--- src/rtl/raw10_pkg.sv ---
// Shared RAW10 definitions used by the encoder and decoder paths.
package raw10_pkg;

  localparam int unsigned PIXEL_BITS       = 10;
  localparam int unsigned LANE_BITS        = 16;
  localparam int unsigned PIXELS_PER_GROUP = 4;

  // Pairing FSM: S_A/S2 accept groups, the rest emit stored words.
  typedef enum logic [2:0] {
    S_A   = 3'd0,
    S1    = 3'd1,
    S2    = 3'd2,
    S3    = 3'd3,
    S4    = 3'd4,
    S_PAD = 3'd5
  } raw10_state_t;

  typedef logic [PIXELS_PER_GROUP-1:0][PIXEL_BITS-1:0] pix_group_t;

  // Upper eight bits of a pixel.
  function automatic logic [7:0] msb_byte(input logic [PIXEL_BITS-1:0] pixel);
    return pixel[PIXEL_BITS-1:2];
  endfunction

  // Two low bits of every pixel, first pixel in bits [1:0].
  function automatic logic [7:0] lsb_byte(input pix_group_t group);
    logic [7:0] b;
    b = '0;
    for (int unsigned k = 0; k < PIXELS_PER_GROUP; k++) begin
      b[2*k +: 2] = group[k][1:0];
    end
    return b;
  endfunction

  // Extract the 10-bit pixels from four 16-bit lanes; lane padding bits dropped.
  function automatic pix_group_t lanes_to_group(
    input logic [PIXELS_PER_GROUP*LANE_BITS-1:0] lanes
  );
    pix_group_t g;
    for (int unsigned k = 0; k < PIXELS_PER_GROUP; k++) begin
      g[k] = lanes[LANE_BITS*k +: PIXEL_BITS];
    end
    return g;
  endfunction

endpackage

--- src/rtl/raw10_encoder.sv ---
// RAW10 packer: two 4-pixel groups become five 16-bit words on the lane.
module raw10_encoder
  import raw10_pkg::*;
#(
  parameter int unsigned IN_DATA_WIDTH  = 64,
  parameter int unsigned OUT_DATA_WIDTH = 16
) (
  input  logic                      txbyteclkhs,
  input  logic                      reset,
  input  logic [IN_DATA_WIDTH-1:0]  in_data,
  input  logic                      in_valid,
  input  logic                      in_last,
  output logic                      in_ready,
  output logic [OUT_DATA_WIDTH-1:0] data_out,
  output logic                      out_valid,
  output logic                      out_last,
  input  logic                      out_ready
);

  raw10_state_t state;
  pix_group_t   grp_a;
  pix_group_t   grp_b;
  pix_group_t   in_grp;
  logic         a_last;
  logic         b_last;
  logic         slot_free;
  logic         unused_lane_bits;

  assign in_grp = lanes_to_group(in_data);
  assign unused_lane_bits = ^{in_data[63:58], in_data[47:42],
                              in_data[31:26], in_data[15:10]};

  // Output slot and input handshake; only S_A and S2 take a new group.
  always_comb begin
    slot_free = ~out_valid | out_ready;
    in_ready  = ~reset & slot_free & ((state == S_A) | (state == S2));
  end

  // Pairing FSM and registered output word; advances only when the slot is free.
  always_ff @(posedge txbyteclkhs or posedge reset) begin
    if (reset) begin
      state     <= S_A;
      grp_a     <= '0;
      grp_b     <= '0;
      a_last    <= 1'b0;
      b_last    <= 1'b0;
      data_out  <= '0;
      out_valid <= 1'b0;
      out_last  <= 1'b0;
    end else if (slot_free) begin
      out_valid <= 1'b0;
      out_last  <= 1'b0;
      case (state)
        S_A: begin
          if (in_valid) begin
            data_out  <= {msb_byte(in_grp[0]), msb_byte(in_grp[1])};
            out_valid <= 1'b1;
            grp_a     <= in_grp;
            a_last    <= in_last;
            state     <= S1;
          end
        end
        S1: begin
          data_out  <= {msb_byte(grp_a[2]), msb_byte(grp_a[3])};
          out_valid <= 1'b1;
          state     <= a_last ? S_PAD : S2;
        end
        S_PAD: begin
          data_out  <= {lsb_byte(grp_a), 8'h00};
          out_valid <= 1'b1;
          out_last  <= 1'b1;
          state     <= S_A;
        end
        S2: begin
          if (in_valid) begin
            data_out  <= {lsb_byte(grp_a), msb_byte(in_grp[0])};
            out_valid <= 1'b1;
            grp_b     <= in_grp;
            b_last    <= in_last;
            state     <= S3;
          end
        end
        S3: begin
          data_out  <= {msb_byte(grp_b[1]), msb_byte(grp_b[2])};
          out_valid <= 1'b1;
          state     <= S4;
        end
        S4: begin
          data_out  <= {msb_byte(grp_b[3]), lsb_byte(grp_b)};
          out_valid <= 1'b1;
          out_last  <= b_last;
          state     <= S_A;
        end
        default: state <= S_A;
      endcase
    end
  end

endmodule

--- config.mk ---
export PLATFORM = sky130hd
export DESIGN_NAME = raw10_encoder
export DESIGN_NICKNAME = d
export VERILOG_FILES = /design/src/rtl/raw10_pkg.sv /design/src/rtl/raw10_encoder.sv
export SDC_FILE = /design/constraint.sdc
export NUM_CORES = 1
export LEC_CHECK = 0
export ABC_AREA = 1
export BUFFER_PORTS_ARGS = -buffer_cell sky130_fd_sc_hd__buf_2
export CAP_MARGIN = 20
export CORE_MARGIN = 4
export CORE_UTILIZATION = 40
export CTS_CLUSTER_SIZE = 12
export DETAILED_ROUTE_END_ITERATION = 8
export GPL_ROUTABILITY_DRIVEN = 0
export PLACE_DENSITY_LB_ADDON = 0.08
export SYNTH_ARGS = -nofsm -noshare
export SYNTH_HDL_FRONTEND = slang
export SYNTH_SLANG_ARGS = --single-unit
export TNS_END_PERCENT = 30
--- constraint.sdc ---
create_clock -name txbyteclkhs -period 1.91 [get_ports txbyteclkhs]
set_input_delay 0 -clock txbyteclkhs [delete_from_list [all_inputs] [get_ports txbyteclkhs]]
set_output_delay 0 -clock txbyteclkhs [all_outputs]
set_load 0.1 [all_outputs]
==> results of run 1 <==
-- where the power goes --
part,switching [mW],total (mW),internal (mW)
combinational,3.32,4.55,1.23
clock,0.608,1.65,1.04
sequential,0.502,2.98,2.48
total,4.43,9.18,4.75
-- layer usage --
metal  vias to the layer above  GRT usage [%]  part of all wire [%]
met5                         -              0                     0
met4                         0           5.94                   1.3
met3                        11           2.82                   5.0
met2                        88           26.6                    42
met1                      1605           29.8                    52
li1                       1804              -                     -
-- through the flow --
stage	cell area [um^2]	hold slack (ps)	power [mW]	setup slack, ps
final	5030	12.0	9.18	223
after global routing	5030	24.2	9.90	76.2
after CTS	5030	1.06	9.25	214
after detailed placement	4390	147	7.50	256
after global placement	4390	142	7.44	279
after floorplan	3950	130	6.45	13.0
-- sequential cells by signal, indices dropped and copies added (netlist names) --
| name | cells |
|---|---|
| out_last | 1 |
| out_valid | 1 |
| b_last | 1 |
| a_last | 1 |
| state | 3 |
| data_out | 16 |
| grp_a | 24 |
| grp_b | 32 |
-- layout make-up --
type | count | area [um^2]
flip-flops and latches | 79 | 1980
multi-input cells | 338 | 1540
clock buffers | 11 | 141
fillers | 931 | 4380
inverters | 63 | 240
well taps | 129 | 161
repair buffers | 117 | 841
clock inverters | 5 | 129
-- synthesized netlist by cell type, drive strengths merged --
cell type and number:
nand2 147, dfrtp 79, o21ai 66, nor2 64, inv 63, nand3 35, buf 19, nand4 19
clkbuf 10, a21oi 5, a31oi 1, o22ai 1
-- how the worst max path moves through the flow --
stage	endpoint	slack (ps)	cells past startpoint	from
after floorplan	in_ready	10	3	out_valid
after global placement	grp_a[29]	280	5	state[1]
after detailed placement	grp_a[11]	260	5	state[1]
after CTS	grp_a[11]	210	5	state[1]
after global routing	data_out[9]	80	9	state[0]
final	grp_a[34]	220	5	state[1]
-- repair_timing --
item | CTS | global route
endpoints found under the hold margin | 143 | 0
hold buffers | 37 | 0
buffers inserted | 0 | 0
-- worst max-delay path: cells and delay by family, from the launching register on --
kind                   cells  cell delay (ps)
AND/OR/NAND/NOR            3              700
AO/OA/AOI/OAI              1               80
flip-flops                 1              540
buffers and inverters      1              230
-- logic make-up after synthesis --
| logic type | count (synthesis) | share of synthesized area [%] |
|---|---|---|
| simple gates | 265 | 28.8 |
| buf+inv | 92 | 10.8 |
| flops | 79 | 50.1 |
| compound gates | 73 | 10.3 |
==> flow_summary.toml, run 1 <==
[status]
status = "finished, final reports clean"

[placed_design]
port_buffers = 63
dp.cells = 689
place_hpwl_um = 7000

[worst_hold_path]
holdCritPathClass = "in2reg"
min_from = "in_data[6]"
min_to = "data_out[12]"
hold_depth = 5

[global_route]
grt-ovfl-total = 0
grt_pass1_wl_um = 17300
antenna_found_initial = 0
grt_pass1_vias = 3399
grt_usage_pct = 19.0
grt_max_degree = 52

[layout]
post_layout_nonfiller_instances = 742
n_antenna_cell = 0
layout_commonest_cell = "nand2_1"
fin_nets = 677
layout_common_cells = "nand2_1, dfrtp_1, buf_2"
post_route_cells_drive_above_1_share_pct = 20.1
utilization_pct = 53.5
syn_to_final_growth_pct = 27.6

[yosys]
ys_ff_latch = 79
synth_top_cell_by_area = "dfrtp_1"
netlist.area_leader.share_pct = 50.1
netlist_area_um2 = 3940
yosys_warnings = 0
syn_nets = 578
netlist_instances = 509
synth.avg_cell_area_um2 = 7.75
yosysUniqueCellTypes = 21
ys_seq_area_share_pct = 50.1
yosys-top-cells-area = "dfrtp_1, nand2_1, o21ai_0"

[worst_setup_path]
crit_slowest_cell = "dfrtp_1"
rr_worst_depth = 5
required_ps = 2130
reg2reg_slack_ps = 220
regToRegEndpoint = "grp_a[34]"
r2r-start = "state[1]"
slowest_delay_ps = 540
crit_chain = "nor2_4 > nand3_2 > buf_4 > nand2_1 > o21ai_0"
cp-start-kind = "register"
critPathArrivalTime_ps = 1910
path_class = "reg2reg"
cp-end-kind = "register"
crit_fanout = 24

[flow_run]
maxCapViolCount = 0

[timing]
rsz0062_at_grt = "no"
fin_crit_sh_pct = 88.3
slew_headroom_pct = 56.1
hold_viol = 0
setup_viol = 0
period_needed_ps = 1690
worstMarginPinSlew_ps = 658
tns_ps = 0
fmax_mhz = 593
finalMaxSlewViolations = 0
finalClockSkew_ps = 8.16

[clocking]
cts_tree = "yes"
h-tree-depth = 3
cts_resized = 0
clock_path_buffers = 2
insertion_delay_ps = 340
cts_sinks = 79
cts_root_buf = "clkbuf_8"
path_clk_slew_ps = 80
cts_buffers = 9

[drt]
antenna_left = 0
wl_per_cell_um = 13.7
dr.first_iter.drc_count = 230
via_count = 3508
vias_per_cell = 4.73
drt-total-wl_um = 10100
drcViolationCount = 0
dr.pass1.iters = 5

[floorplanning]
start_util_pct = 41.9
rows = 35
ios = 88
dieArea_um2 = 11500
core_area_um2 = 9420
die_w_um = 107
die_h_um = 107

[pwr]
power_density_nw_per_um2 = 1820
vdd.ir_drop.worst_mv = 0.916
p_leak_nw = 2.67
(Power assumes the default switching activity.)
==> run 2, diff against run 1 <==
- CORE_UTILIZATION: 40 -> 45
==> run 2 against run 1 <==
Against the previous run:
- sequential cell count did not move
- utilization is 6.5 points higher
- sequential share of layout area grew 0.088 points
- register-to-register slack better by 20 ps
- largest power group unchanged
==> flow_summary.toml, run 2 (synthesis gave the netlist of run 1 again) <==
[status]
status = "finished, final reports clean"

[worst_hold_path]
hold_depth = 5
holdCritPathClass = "in2reg"

[drt]
wl_per_cell_um = 13.9
via_count = 3561
drt-total-wl_um = 10100
antenna_left = 0
drcViolationCount = 0
dr.first_iter.drc_count = 203
vias_per_cell = 4.92
dr.pass1.iters = 5

[floorplanning]
core_area_um2 = 8380
die_w_um = 102
die_h_um = 102
start_util_pct = 47.1
dieArea_um2 = 10300
rows = 33
ios = 88

[global_route]
grt_max_degree = 80
antenna_found_initial = 0
grt-ovfl-total = 0
grt_usage_pct = 21.4
grt_pass1_wl_um = 17300
grt_pass1_vias = 3538

[clocking]
clock_path_buffers = 2
cts_buffers = 9
cts_root_buf = "clkbuf_8"
h-tree-depth = 3
insertion_delay_ps = 360
post_cts_buffers = 0
cts_sinks = 79
cts_resized = 0
cts_tree = "yes"
ctsHoldBuffers = 40
path_clk_slew_ps = 90

[flow_run]
maxCapViolCount = 0

[timing]
period_needed_ps = 1660
tns_ps = 0
worstMarginPinSlew_ps = 487
fmax_mhz = 601
fin_crit_sh_pct = 87.1
slew_headroom_pct = 67.7
hold_viol = 0
rsz0062_at_grt = "no"
fin_ws_ps = 247
worst_hold_slack_ps = 10.8
finalClockSkew_ps = 9.98
setup_viol = 0
finalMaxSlewViolations = 0

[worst_setup_path]
required_ps = 2150
cp-start-kind = "register"
critPathArrivalTime_ps = 1910
crit_fanout = 33
cp-end-kind = "register"
reg2reg_slack_ps = 250
rr_worst_depth = 9
path_class = "reg2reg"

[layout]
layout_commonest_cell = "nand2_1"
post_route_cells_drive_above_1_share_pct = 20.2
syn_to_final_growth_pct = 27.3
fill_cells = 795
largest_reg_flops = 32
n_antenna_cell = 0
largest_registers = "grp_b (32), grp_a (24), data_out (16)"
layout_common_cells = "nand2_1, dfrtp_1, buf_2"
regMostFlops = "grp_b"
fin_nets = 683

[pwr]
internal_power_mw = 4.42
swShare_pct = 50.2
power_density_nw_per_um2 = 1770
p_switching_mw = 4.46
clkPwrFrac_pct = 14.4
pwr-share-seq_pct = 33.7
power.total_mw = 8.89
comb_power_share_pct = 51.9
vdd.ir_drop.worst_mv = 0.746
p_leak_nw = 2.67

[placed_design]
place_hpwl_um = 7000
port_buffers = 63
post-place-ws_ps = 269
## run 2: cell count changes in the layout (fill, tap and decap cells not counted), sizes merged
cell / before / now
buf: 80 / 83
bufinv: 4 / 1
dlygate4sd3: 37 / 40
clkinvlp: 1 / 3
clkbuf: 11 / 12
clkinv: 1 / 0
inv: 62 / 63
## run 2: path summary, 6_finish.rpt
kind                             start            to
max in group asynchronous        reset     grp_b[21]
hold / removal              in_data[4]  data_out[10]
setup reg to reg              state[2]   data_out[1]
setup / recovery              state[2]   data_out[1]
min in group asynchronous        reset     out_valid
hold reg to reg            data_out[9]   data_out[9]
## run 2: stage by stage
stage / cells / utilization [%] / area (um^2)
2_1_floorplan: 509 / - / 3950
3_3_place_gp: 668 / 52.8 / 4420
3_5_place_dp: 668 / 52.8 / 4420
4_1_cts: 724 / 59.9 / 5020
5_1_grt: 724 / 59.9 / 5020
6_report: 724 / 59.9 / 5020
## run 2: metal layers
layer | routed length, um | global-route usage [%] | share of wire (%)
met4 | 101 | 6.85 | 1.0
met3 | 606 | 3.37 | 6.0
met2 | 4290 | 31.1 | 43
met5 | 0 | 0 | 0
met1 | 5070 | 32.6 | 50
## run 2: layout make-up
type	count	area, um^2	share of cell area [%]
clock buffers	12	145	2.89
clock inverters	4	53.8	1.07
inverters	63	240	4.78
multi-input cells	338	1540	30.7
flip-flops and latches	79	1980	39.4
well taps	105	131	2.62
repair buffers	123	931	18.5
## run 2: critical path, cell delays in order, from the launching register on
cell and delay [ps]:
dfrtp_1 450, inv_2 280, nand2_2 100, nand2_1 110
nand2_2 100, nand2_2 100, buf_12 190, nor2_1 50
o21ai_0 90, nand2_1 80
## run 2: power by group through the flow
stage / sequential, mW / combinational, mW / clock (mW)
6_report: 2.99 / 4.61 / 1.28
3_3_place_gp: 2.99 / 4.47 / 0
4_1_cts: 2.99 / 4.62 / 1.31
5_1_grt: 3.10 / 5.09 / 1.38
2_1_floorplan: 4.10 / 2.35 / 0
3_5_place_dp: 3.02 / 4.54 / 0
==> run 3, diff against run 2 <==
- CORE_ASPECT_RATIO: unset -> 1.2
==> run 3 against run 2 <==
Against the previous run:
- via count down 0.59%
- count of clock-buffer cells in the layout decreased by 1
- worst hold slack worse by 2.8 ps
- sequential cell count unchanged
- non-clock buffer count is 4 lower
- register-to-register slack worse by 30 ps
- power grew 1.9%
- global-route usage is 1.7 points lower
- critical path type unchanged
- largest cell class unchanged
- highest routed layer unchanged
==> flow_summary.toml, run 3 (synthesis gave the netlist of run 1 again) <==
[status]
status = "finished, final reports clean"

[floorplanning]
start_util_pct = 46.0
rows = 37
core_area_um2 = 8560
ios = 88
die_w_um = 93.5
die_h_um = 111
dieArea_um2 = 10300

[timing]
tns_ps = 0
period_needed_ps = 1690
fmax_mhz = 590
fin_crit_sh_pct = 88.7
setup_viol = 0
finalMaxSlewViolations = 0
hold_viol = 0
rsz0062_at_grt = "no"
fin_ws_ps = 215
slew_headroom_pct = 67.5
worstMarginPinSlew_ps = 491
finalClockSkew_ps = 8.88

[worst_setup_path]
r2r-start = "state[1]"
cp-end-kind = "register"
critPathArrivalTime_ps = 1930
cp-start-kind = "register"
path_class = "reg2reg"
rr_worst_depth = 8
regToRegEndpoint = "data_out[13]"
reg2reg_slack_ps = 220
required_ps = 2150
crit_fanout = 12

[worst_hold_path]
hold_depth = 5
holdCritPathClass = "in2reg"
min_from = "in_data[6]"
min_to = "data_out[12]"

[layout]
n_antenna_cell = 0
post_route_cells_drive_above_1_share_pct = 20.7
post_layout_nonfiller_instances = 732
fin_nets = 679
utilization_pct = 58.9
layout_commonest_cell = "nand2_1"
largest_reg_flops = 32
syn_to_final_growth_pct = 27.9
fill_cells = 806
largest_registers = "grp_b (32), grp_a (24), data_out (16)"
layout_common_cells = "nand2_1, dfrtp_1, buf_2"
regMostFlops = "grp_b"

[clocking]
cts_root_buf = "clkbuf_8"
clock_path_buffers = 2
h-tree-depth = 3
insertion_delay_ps = 350
cts_resized = 0
path_clk_slew_ps = 80
cts_buffers = 9
cts_tree = "yes"
cts_sinks = 79

[placed_design]
post-place-ws_ps = 118
dp.cells = 676
place_hpwl_um = 6720
port_buffers = 63

[drt]
dr.first_iter.drc_count = 198
vias_per_cell = 4.84
wl_per_cell_um = 13.4
via_count = 3540
dr.pass1.iters = 5
drcViolationCount = 0
drt-total-wl_um = 9810
antenna_left = 0

[pwr]
p_leak_nw = 2.68
vdd.ir_drop.worst_mv = 0.629
power.total_mw = 9.06
power_density_nw_per_um2 = 1800

[global_route]
grt-ovfl-total = 0
grt_pass1_wl_um = 16500
grt_pass1_vias = 3390
antenna_found_initial = 0
grt_usage_pct = 19.7
grt_max_degree = 80

[flow_run]
maxCapViolCount = 0
[run 3: cell count changes in the layout (fill, tap and decap cells not counted)]
cell,change
inv_6,-1
buf_12,+1
clkbuf_1,-2
clkbuf_8,+1
clkinv_2,+1
buf_4,-1
bufinv_16,+1
dlygate4sd3_1,-4
[run 3: stage by stage]
stage	hold WS [ps]	area (um^2)
final	8.04	5040
after global routing	18.6	5040
after CTS	6.08	5000
after detailed placement	169	4410
after global placement	167	4410
after floorplan	130	3950
[run 3: where the power goes]
part	internal [mW]	switching, mW	leakage [nW]	total [mW]
clock	0.805	0.613	0.112	1.42
sequential	2.48	0.534	0.990	3.02
combinational	1.34	3.28	1.58	4.62
[run 3: critical path, cell delays in order (launching register included)]
cell and delay (ps):
dfrtp_1 620, inv_2 170, nand3_1 250, buf_12 160, nor2_1 40, nor2_1 80, nand3_1 110, nand2_1 100
nand2_1 50
[run 3: layout make-up]
| class | count | area, um^2 | share of cell area, % |
|---|---|---|---|
| Timing Repair Buffer | 119 | 903 | 17.9 |
| Clock inverter | 5 | 80.1 | 1.59 |
| Multi-Input combinational cell | 338 | 1540 | 30.6 |
| Inverter | 63 | 240 | 4.76 |
| Sequential cell | 79 | 1980 | 39.2 |
| Tap cell | 117 | 146 | 2.90 |
| Clock buffer | 11 | 151 | 3.00 |
[run 3: worst max path at each step]
stage,startpoint,end,slack [ps],depth (start not counted)
2_1_floorplan,out_valid,in_ready,10,3
3_3_place_gp,state[1],grp_a[29],150,6
3_5_place_dp,state[1],grp_a[37],120,6
4_1_cts,state[1],grp_a[37],80,6
5_1_grt,state[1],data_out[11],30,8
6_report,state[1],data_out[13],220,8
[run 3: repair_timing]
action,in CTS,in global routing
setup endpoints to repair,0,14
buffers inserted,0,4
endpoints found under the hold margin,140,0
hold buffers,36,0
[run 3: metal layers]
layer | up-vias | wire (um) | track usage [%]
met5 | - | 0 | 0
met4 | 0 | 74 | 4.69
met3 | 5 | 462 | 2.93
met2 | 84 | 4470 | 30.3
met1 | 1647 | 4800 | 29.3
li1 | 1804 | - | -
